<file path="src/rtl/turf_event_frag_sched.sv">
// Splits one event descriptor at a time into UDP fragments, issuing a UDP header
// and an event-buffer read command per fragment, with a programmable idle gap.
module turf_event_frag_sched #(
    parameter int LEN_BITS       = 20,
    parameter int ADDR_BITS      = 12,
    parameter int FRAG_HDR_BYTES = 8,
    parameter     DEBUG          = "FALSE"
) (
    input  logic        aclk,
    input  logic        areset,
    input  logic        event_open_i,
    input  logic [31:0] event_ip_i,
    input  logic [15:0] event_port_i,
    input  logic [9:0]  nfragment_count_i,
    input  logic [31:0] fragment_holdoff_i,
    input  logic [63:0] s_evhdr_tdata,
    input  logic        s_evhdr_tvalid,
    output logic        s_evhdr_tready,
    output logic [63:0] m_udphdr_tdata,
    output logic        m_udphdr_tvalid,
    input  logic        m_udphdr_tready,
    output logic [63:0] m_fragcmd_tdata,
    output logic        m_fragcmd_tvalid,
    input  logic        m_fragcmd_tready,
    output logic        m_fragcmd_tlast,
    output logic        busy_o,
    output logic        ev_drop_o,
    output logic [31:0] event_count_o
);

    // One extra bit: a maximum-length event rounds up to exactly 2^LEN_BITS bytes.
    localparam int REM_BITS = LEN_BITS + 1;

    typedef enum logic [1:0] {S_IDLE, S_CALC, S_EMIT, S_HOLD} state_t;

    state_t                state_q, state_d;
    logic [LEN_BITS-1:0]   len_q, len_d;
    logic [ADDR_BITS-1:0]  addr_q, addr_d;
    logic [31:0]           ip_q, ip_d;
    logic [15:0]           port_q, port_d;
    logic [15:0]           frag_sz_q, frag_sz_d;
    logic [31:0]           holdoff_q, holdoff_d;
    logic [REM_BITS-1:0]   rem_q, rem_d;
    logic [LEN_BITS-1:0]   off_q, off_d;
    logic [15:0]           idx_q, idx_d;
    logic                  hdr_done_q, hdr_done_d;
    logic                  cmd_done_q, cmd_done_d;
    logic [31:0]           hold_cnt_q, hold_cnt_d;
    logic [31:0]           ev_cnt_q, ev_cnt_d;

    logic [15:0]           frag_bytes;
    logic                  last_frag;
    logic                  hdr_fire;
    logic                  cmd_fire;
    logic                  frag_done;
    logic [REM_BITS-1:0]   len_rounded;
    logic                  unused_tdata;

    assign unused_tdata = ^{s_evhdr_tdata[31:LEN_BITS], s_evhdr_tdata[63:32+ADDR_BITS]};

    always_comb begin
        last_frag        = (rem_q <= REM_BITS'(frag_sz_q));
        frag_bytes       = last_frag ? rem_q[15:0] : frag_sz_q;
        len_rounded      = ({1'b0, len_q} + REM_BITS'(7)) & ~REM_BITS'(7);
        s_evhdr_tready   = (state_q == S_IDLE) && event_open_i && !areset;
        m_udphdr_tvalid  = (state_q == S_EMIT) && !hdr_done_q;
        m_fragcmd_tvalid = (state_q == S_EMIT) && !cmd_done_q;
        hdr_fire         = m_udphdr_tvalid && m_udphdr_tready;
        cmd_fire         = m_fragcmd_tvalid && m_fragcmd_tready;
        frag_done        = (hdr_done_q || hdr_fire) && (cmd_done_q || cmd_fire);
        m_udphdr_tdata   = {ip_q, port_q, frag_bytes + 16'(FRAG_HDR_BYTES)};
        m_fragcmd_tdata  = {idx_q, addr_q, frag_bytes, off_q};
        m_fragcmd_tlast  = last_frag;
        busy_o           = (state_q != S_IDLE);
        ev_drop_o        = (state_q == S_CALC) && (len_q == '0);
        event_count_o    = ev_cnt_q;
    end

    always_comb begin
        state_d    = state_q;
        len_d      = len_q;
        addr_d     = addr_q;
        ip_d       = ip_q;
        port_d     = port_q;
        frag_sz_d  = frag_sz_q;
        holdoff_d  = holdoff_q;
        rem_d      = rem_q;
        off_d      = off_q;
        idx_d      = idx_q;
        hdr_done_d = hdr_done_q;
        cmd_done_d = cmd_done_q;
        hold_cnt_d = hold_cnt_q;
        ev_cnt_d   = ev_cnt_q;
        case (state_q)
            S_IDLE: begin
                // All configuration is frozen here for the lifetime of the event.
                if (s_evhdr_tvalid && s_evhdr_tready) begin
                    len_d     = s_evhdr_tdata[LEN_BITS-1:0];
                    addr_d    = s_evhdr_tdata[32 +: ADDR_BITS];
                    ip_d      = event_ip_i;
                    port_d    = event_port_i;
                    frag_sz_d = {2'b00, ({1'b0, nfragment_count_i} + 11'd1), 3'b000};
                    holdoff_d = fragment_holdoff_i;
                    state_d   = S_CALC;
                end
            end
            S_CALC: begin
                rem_d      = len_rounded;
                off_d      = '0;
                idx_d      = '0;
                hdr_done_d = 1'b0;
                cmd_done_d = 1'b0;
                state_d    = (len_q == '0) ? S_IDLE : S_EMIT;
            end
            S_EMIT: begin
                hdr_done_d = hdr_done_q || hdr_fire;
                cmd_done_d = cmd_done_q || cmd_fire;
                if (frag_done) begin
                    rem_d      = rem_q - REM_BITS'(frag_bytes);
                    off_d      = off_q + LEN_BITS'(frag_bytes);
                    idx_d      = idx_q + 16'd1;
                    hdr_done_d = 1'b0;
                    cmd_done_d = 1'b0;
                    // A zero holdoff skips HOLD entirely so fragments can go back to back.
                    if (holdoff_q != 32'd0) begin
                        hold_cnt_d = holdoff_q - 32'd1;
                        state_d    = S_HOLD;
                    end else if (last_frag) begin
                        ev_cnt_d = ev_cnt_q + 32'd1;
                        state_d  = S_IDLE;
                    end
                end
            end
            S_HOLD: begin
                if (hold_cnt_q == 32'd0) begin
                    if (rem_q == '0) begin
                        ev_cnt_d = ev_cnt_q + 32'd1;
                        state_d  = S_IDLE;
                    end else begin
                        state_d = S_EMIT;
                    end
                end else begin
                    hold_cnt_d = hold_cnt_q - 32'd1;
                end
            end
            default: state_d = S_IDLE;
        endcase
    end

    always_ff @(posedge aclk) begin
        if (areset) begin
            state_q    <= S_IDLE;
            hdr_done_q <= 1'b0;
            cmd_done_q <= 1'b0;
            hold_cnt_q <= 32'd0;
            ev_cnt_q   <= 32'd0;
        end else begin
            state_q    <= state_d;
            hdr_done_q <= hdr_done_d;
            cmd_done_q <= cmd_done_d;
            hold_cnt_q <= hold_cnt_d;
            ev_cnt_q   <= ev_cnt_d;
        end
        len_q     <= len_d;
        addr_q    <= addr_d;
        ip_q      <= ip_d;
        port_q    <= port_d;
        frag_sz_q <= frag_sz_d;
        holdoff_q <= holdoff_d;
        rem_q     <= rem_d;
        off_q     <= off_d;
        idx_q     <= idx_d;
    end

    generate
        if (DEBUG == "TRUE") begin : g_dbg
            logic [5:0] dbg_probe_q, dbg_probe_d;
            assign dbg_probe_d = {state_q, hdr_fire, cmd_fire, s_evhdr_tvalid && s_evhdr_tready, ev_drop_o};
            always_ff @(posedge aclk) begin
                dbg_probe_q <= dbg_probe_d;
            end
        end
    endgenerate

endmodule

</file>
<file path="config.mk">
export PLATFORM = sky130hd
export DESIGN_NAME = turf_event_frag_sched
export DESIGN_NICKNAME = d
export VERILOG_FILES = /design/src/rtl/turf_event_frag_sched.sv
export SDC_FILE = /design/constraint.sdc
export NUM_CORES = 1
export LEC_CHECK = 0
export CORE_MARGIN = 4
export CORE_UTILIZATION = 46
export CTS_BUF_LIST = sky130_fd_sc_hd__clkbuf_4
export CTS_CLUSTER_SIZE = 10
export DETAILED_ROUTE_END_ITERATION = 10
export HOLD_SLACK_MARGIN = 0.02
export PLACE_DENSITY = 0.85
export RECOVER_POWER = 50
export SETUP_SLACK_MARGIN = 0.05
export SYNTH_ARGS = -nofsm -noshare
export SYNTH_HDL_FRONTEND = slang
export SYNTH_SLANG_ARGS = --single-unit
</file>
<file path="constraint.sdc">
create_clock -name aclk -period 5.1 [get_ports aclk]
set_input_delay 0.765 -clock aclk [delete_from_list [all_inputs] [get_ports aclk]]
set_output_delay 0.765 -clock aclk [all_outputs]
set_load 0.02 [all_outputs]
</file>
==> key figures <==
Status
  • Status: finished, violations left
  • Violated checks: max-capacitance violations, max-slew violations

Pwr
  • Clk pwr share: 0.289
  • Internal power: between 0.004 and 0.005 W
  • Pwr/cell area: roughly 360 nW/um^2
  • Switch Pwr: roughly 0.0021 W
  • Sw frac: 0.332
  • P_leak: roughly 6.2 nW
  • Comb pwr share: 0.281
  • Maximum VDD drop: roughly 0.25 mV
  • Seq pwr share: 0.430

Global route
  • Gr busiest metal: met2
  • Initial antenna violation count: 10
  • All-Layer GR Usage: 0.218
  • Largest net degree at the start of global routing: 70
  • Met3 usage: 0.0734
  • Met1 usage: 0.267
  • First-pass GRT wire length: between 50 and 60 mm
  • Overflow after GRT: 0
  • M2 GR Usage: 0.364
  • Vias in the first global route: about 11000

Place
  • Setup WS pre-CTS: 228 ps
  • Cells after DPL: 1927
  • PortBufs: 290
  • GPL Wtd Cong: around 0.9
  • Post-DP HPWL: 25.5 mm
  • Post-Place Cell Area: about 16000 sq um

Cells and area
  • Area of the multi-input gates: around 6000 sq um
  • Share of cells above drive strength 1: 0.101
  • Nets: 1833
  • Non-filler cells, final: just over 2000
  • Fill count: 2200
  • Reg area: between 6000 and 7000 sq um
  • Area grow syn2layout: 33.3%
  • Final instance area: about 17000 sq um
  • Commonest non-fill, non-tap cell in the layout: edfxtp_1
  • Most frequent cells in the layout: 180 x edfxtp_1, 172 x dlygate4sd3_1, 127 x nor2_1

Clocking
  • Number of CTS-inserted buffers: 69
  • Worst-case clock buffer depth: 3
  • TritonCTS clock tree: yes
  • H-tree depth: 3
  • CTS root buf: clkbuf_4
  • Clock-pin slew on the worst setup and hold paths: 60 ps
  • Later-pin clock latency in the skew report: about 700 ps
  • Hold-fix buffers, CTS: 0
  • Sink Count: ~250

Routing
  • Per-cell routed wire length: around 17 microns
  • WL final: between 30 and 40 mm
  • First-pass DRT Iterations: 7
  • Via count: between 10000 and 15000
  • DRC viols: 0
  • Routed Antenna Nets: 0
  • Initial drt markers: between 1000 and 1500
  • Drt via density: approximately 5.6

Floorplanning
  • Die Y: ~180 microns
  • CORE AREA: approximately 28000 sq um
  • Std-Cell Rows: 61
  • Die area: 31100 sq um
  • Initial Util: 0.468
  • Die span in x: approximately 180 microns
  • I/O pin count: 326

Worst setup path
  • Max incr delay on CP: 680 ps
  • Critical path class: flip-flop to primary output
  • Slowest cell on crit path: clkdlybuf4s50_1
  • Required time worst endpoint: 4340 ps
  • Crit-path cells: ha_1, nand4_1, o21bai_1, a31o_2, a21oi_4, buf_12, mux2i_1, inv_1, xnor2_1, clkdlybuf4s50_1
  • Worst Path Arrival: approximately 4200 ps
  • CP max FO: 19
  • Flop2flop setup slack: approximately 210 ps
  • Crit. End Element: primary output
  • Worst setup SP type: flip-flop

STA
  • Worst Tran Pin Value: 1990 ps
  • Total negative slack: 0 ps
  • Final setup viols: 0
  • Period utilisation layout: 0.972
  • Max-slew violations: 49
  • RSZ-0062 raised after global routing: true
  • Clock Skew: ~59 ps
  • Fin. Hold Viols: 0
  • Worst Hold Margin: roughly 470 ps
  • Setup ws final: ~140 ps
  • Worst slew margin: -0.336
  • Crit path time final: around 5000 ps
  • F_max: 202 MHz

Synth
  • Async set-reset flop share out of synthesis: 0
  • Sequential share of the synthesized area: 0.519
  • Seq cells post-synth: between 200 and 250
  • Syn_area_per_cell: 10.2 sq um
  • Library cells used by synthesis: around 70
  • Ys flop type: edfxtp_1
  • YS warnings: 0
  • Synthesized cell area: 13000 sq um
  • Post-Synthesis Cells: approximately 1300
  • Number of synthesized flops with an enable pin: 180

Worst hold path
  • Hold Path Class: flip-flop to flip-flop

Flow run
  • MaxCap Viol Count: 1
-- power by group through the flow --
stage / Clock (W) / Combinational (W) / Sequential, W
finish: 0.00182 / 0.00178 / 0.00271
global route: 0.00201 / 0.00194 / 0.00274
detailed placement: 0 / 0.00178 / 0.00275
floorplan: 0 / 0.000961 / 0.00286
global placement: 0 / 0.00173 / 0.00273
CTS: 0.00189 / 0.00179 / 0.00270
-- worst paths after layout --
path / from / endpoint / cells after the start
setup / recovery: rem_q[8] / m_udphdr_tdata[7] / 10
hold / removal: hold_cnt_q[9] / hold_cnt_q[9] / 2
setup reg to reg: rem_q[8] / rem_q[16] / 15
hold reg to reg: hold_cnt_q[9] / hold_cnt_q[9] / 2
-- critical path, delay by kind of cell (launching register included) --
family                   cells  cell delay [ps]
adder cells (fa/ha/maj)      1              370
AO/OA/AOI/OAI                3              710
buffers and inverters        3             1090
multiplexers                 1              450
AND/OR/NAND/NOR              1              160
flip-flops                   1              480
XOR/XNOR                     1              260
-- cell families (layout without fill, tap and decap cells) --
| group | after synthesis | in the layout | share of synthesized area |
|---|---|---|---|
| AND/OR/NAND/NOR | 490 | 490 | 0.189 |
| AO/OA/AOI/OAI | 265 | 265 | 0.125 |
| flip-flops | 248 | 248 | 0.519 |
| buffers and inverters | 105 | 491 | 0.0324 |
| XOR/XNOR | 86 | 86 | 0.0578 |
| adder cells (fa/ha/maj) | 49 | 49 | 0.0476 |
| multiplexers | 36 | 36 | 0.0280 |
| other | 2 | 15 | 0.000576 |
-- stage by stage --
step | utilization | power (W)
after global placement | 0.589 | 0.00446
after floorplan | - | 0.00382
final | 0.624 | 0.00631
after detailed placement | 0.589 | 0.00453
after CTS | 0.622 | 0.00639
after global routing | 0.624 | 0.00669
-- final cells by class --
cell class,count,area share
sequential,248,0.389
multi-input combinational,932,0.341
tap,378,0.0272
timing repair buffer,318,0.179
clock buffer,97,0.0419
antenna,9,0.00130
inverter,55,0.0120
clock inverter,21,0.00821
-- synthesized netlist by cell type, types with 6 or more instances --
cell | instances | area (sq um)
clkbuf_1 | 34 | 128
mux2i_1 | 32 | 320
a31oi_1 | 14 | 87.6
nand2b_1 | 11 | 68.8
a21o_1 | 13 | 97.6
nand4_1 | 20 | 125
xor2_1 | 30 | 263
nor3_1 | 57 | 285
or3_1 | 21 | 131
xnor2_1 | 56 | 490
nand2_1 | 97 | 364
and3_1 | 19 | 119
nor4_1 | 23 | 144
buf_1 | 6 | 22.5
o211ai_1 | 16 | 120
o21ai_0 | 74 | 370
nand3_1 | 51 | 255
nor2b_1 | 17 | 106
nand3b_1 | 6 | 45.0
edfxtp_1 | 180 | 5410
inv_1 | 54 | 203
o21a_1 | 8 | 60.1
buf_4 | 6 | 45.0
ha_1 | 48 | 601
nor2_1 | 127 | 477
a32oi_1 | 10 | 87.6
a21oi_1 | 83 | 415
or2_2 | 7 | 43.8
a211oi_1 | 7 | 52.6
dfxtp_1 | 68 | 1360
and2_1 | 8 | 50.1
-- state kept, by name, summed over array words and instances, names as in the netlist --
register       flops
len_q             20
ip_q              32
holdoff_q         32
off_q             20
addr_q            12
rem_q             21
cmd_done_q         1
hdr_done_q         1
port_q            16
hold_cnt_q        32
frag_sz_q         11
event_count_o     32
state_q            2
idx_q             16
-- repair_timing --
item	in CTS	in global routing
resized for setup	11	8
setup endpoints to repair	6	12
buffers inserted	0	4
pin swaps	0	2
-- per-layer routing --
layer | part of all wire | vias up | wire [microns]
met5 | 0.00020 | - | 7
met4 | 0.022 | 2 | 786
met3 | 0.10 | 91 | 3510
met2 | 0.48 | 542 | 16800
met1 | 0.40 | 5349 | 14000
li1 | - | 5462 | -
(Power assumes the default switching activity.)
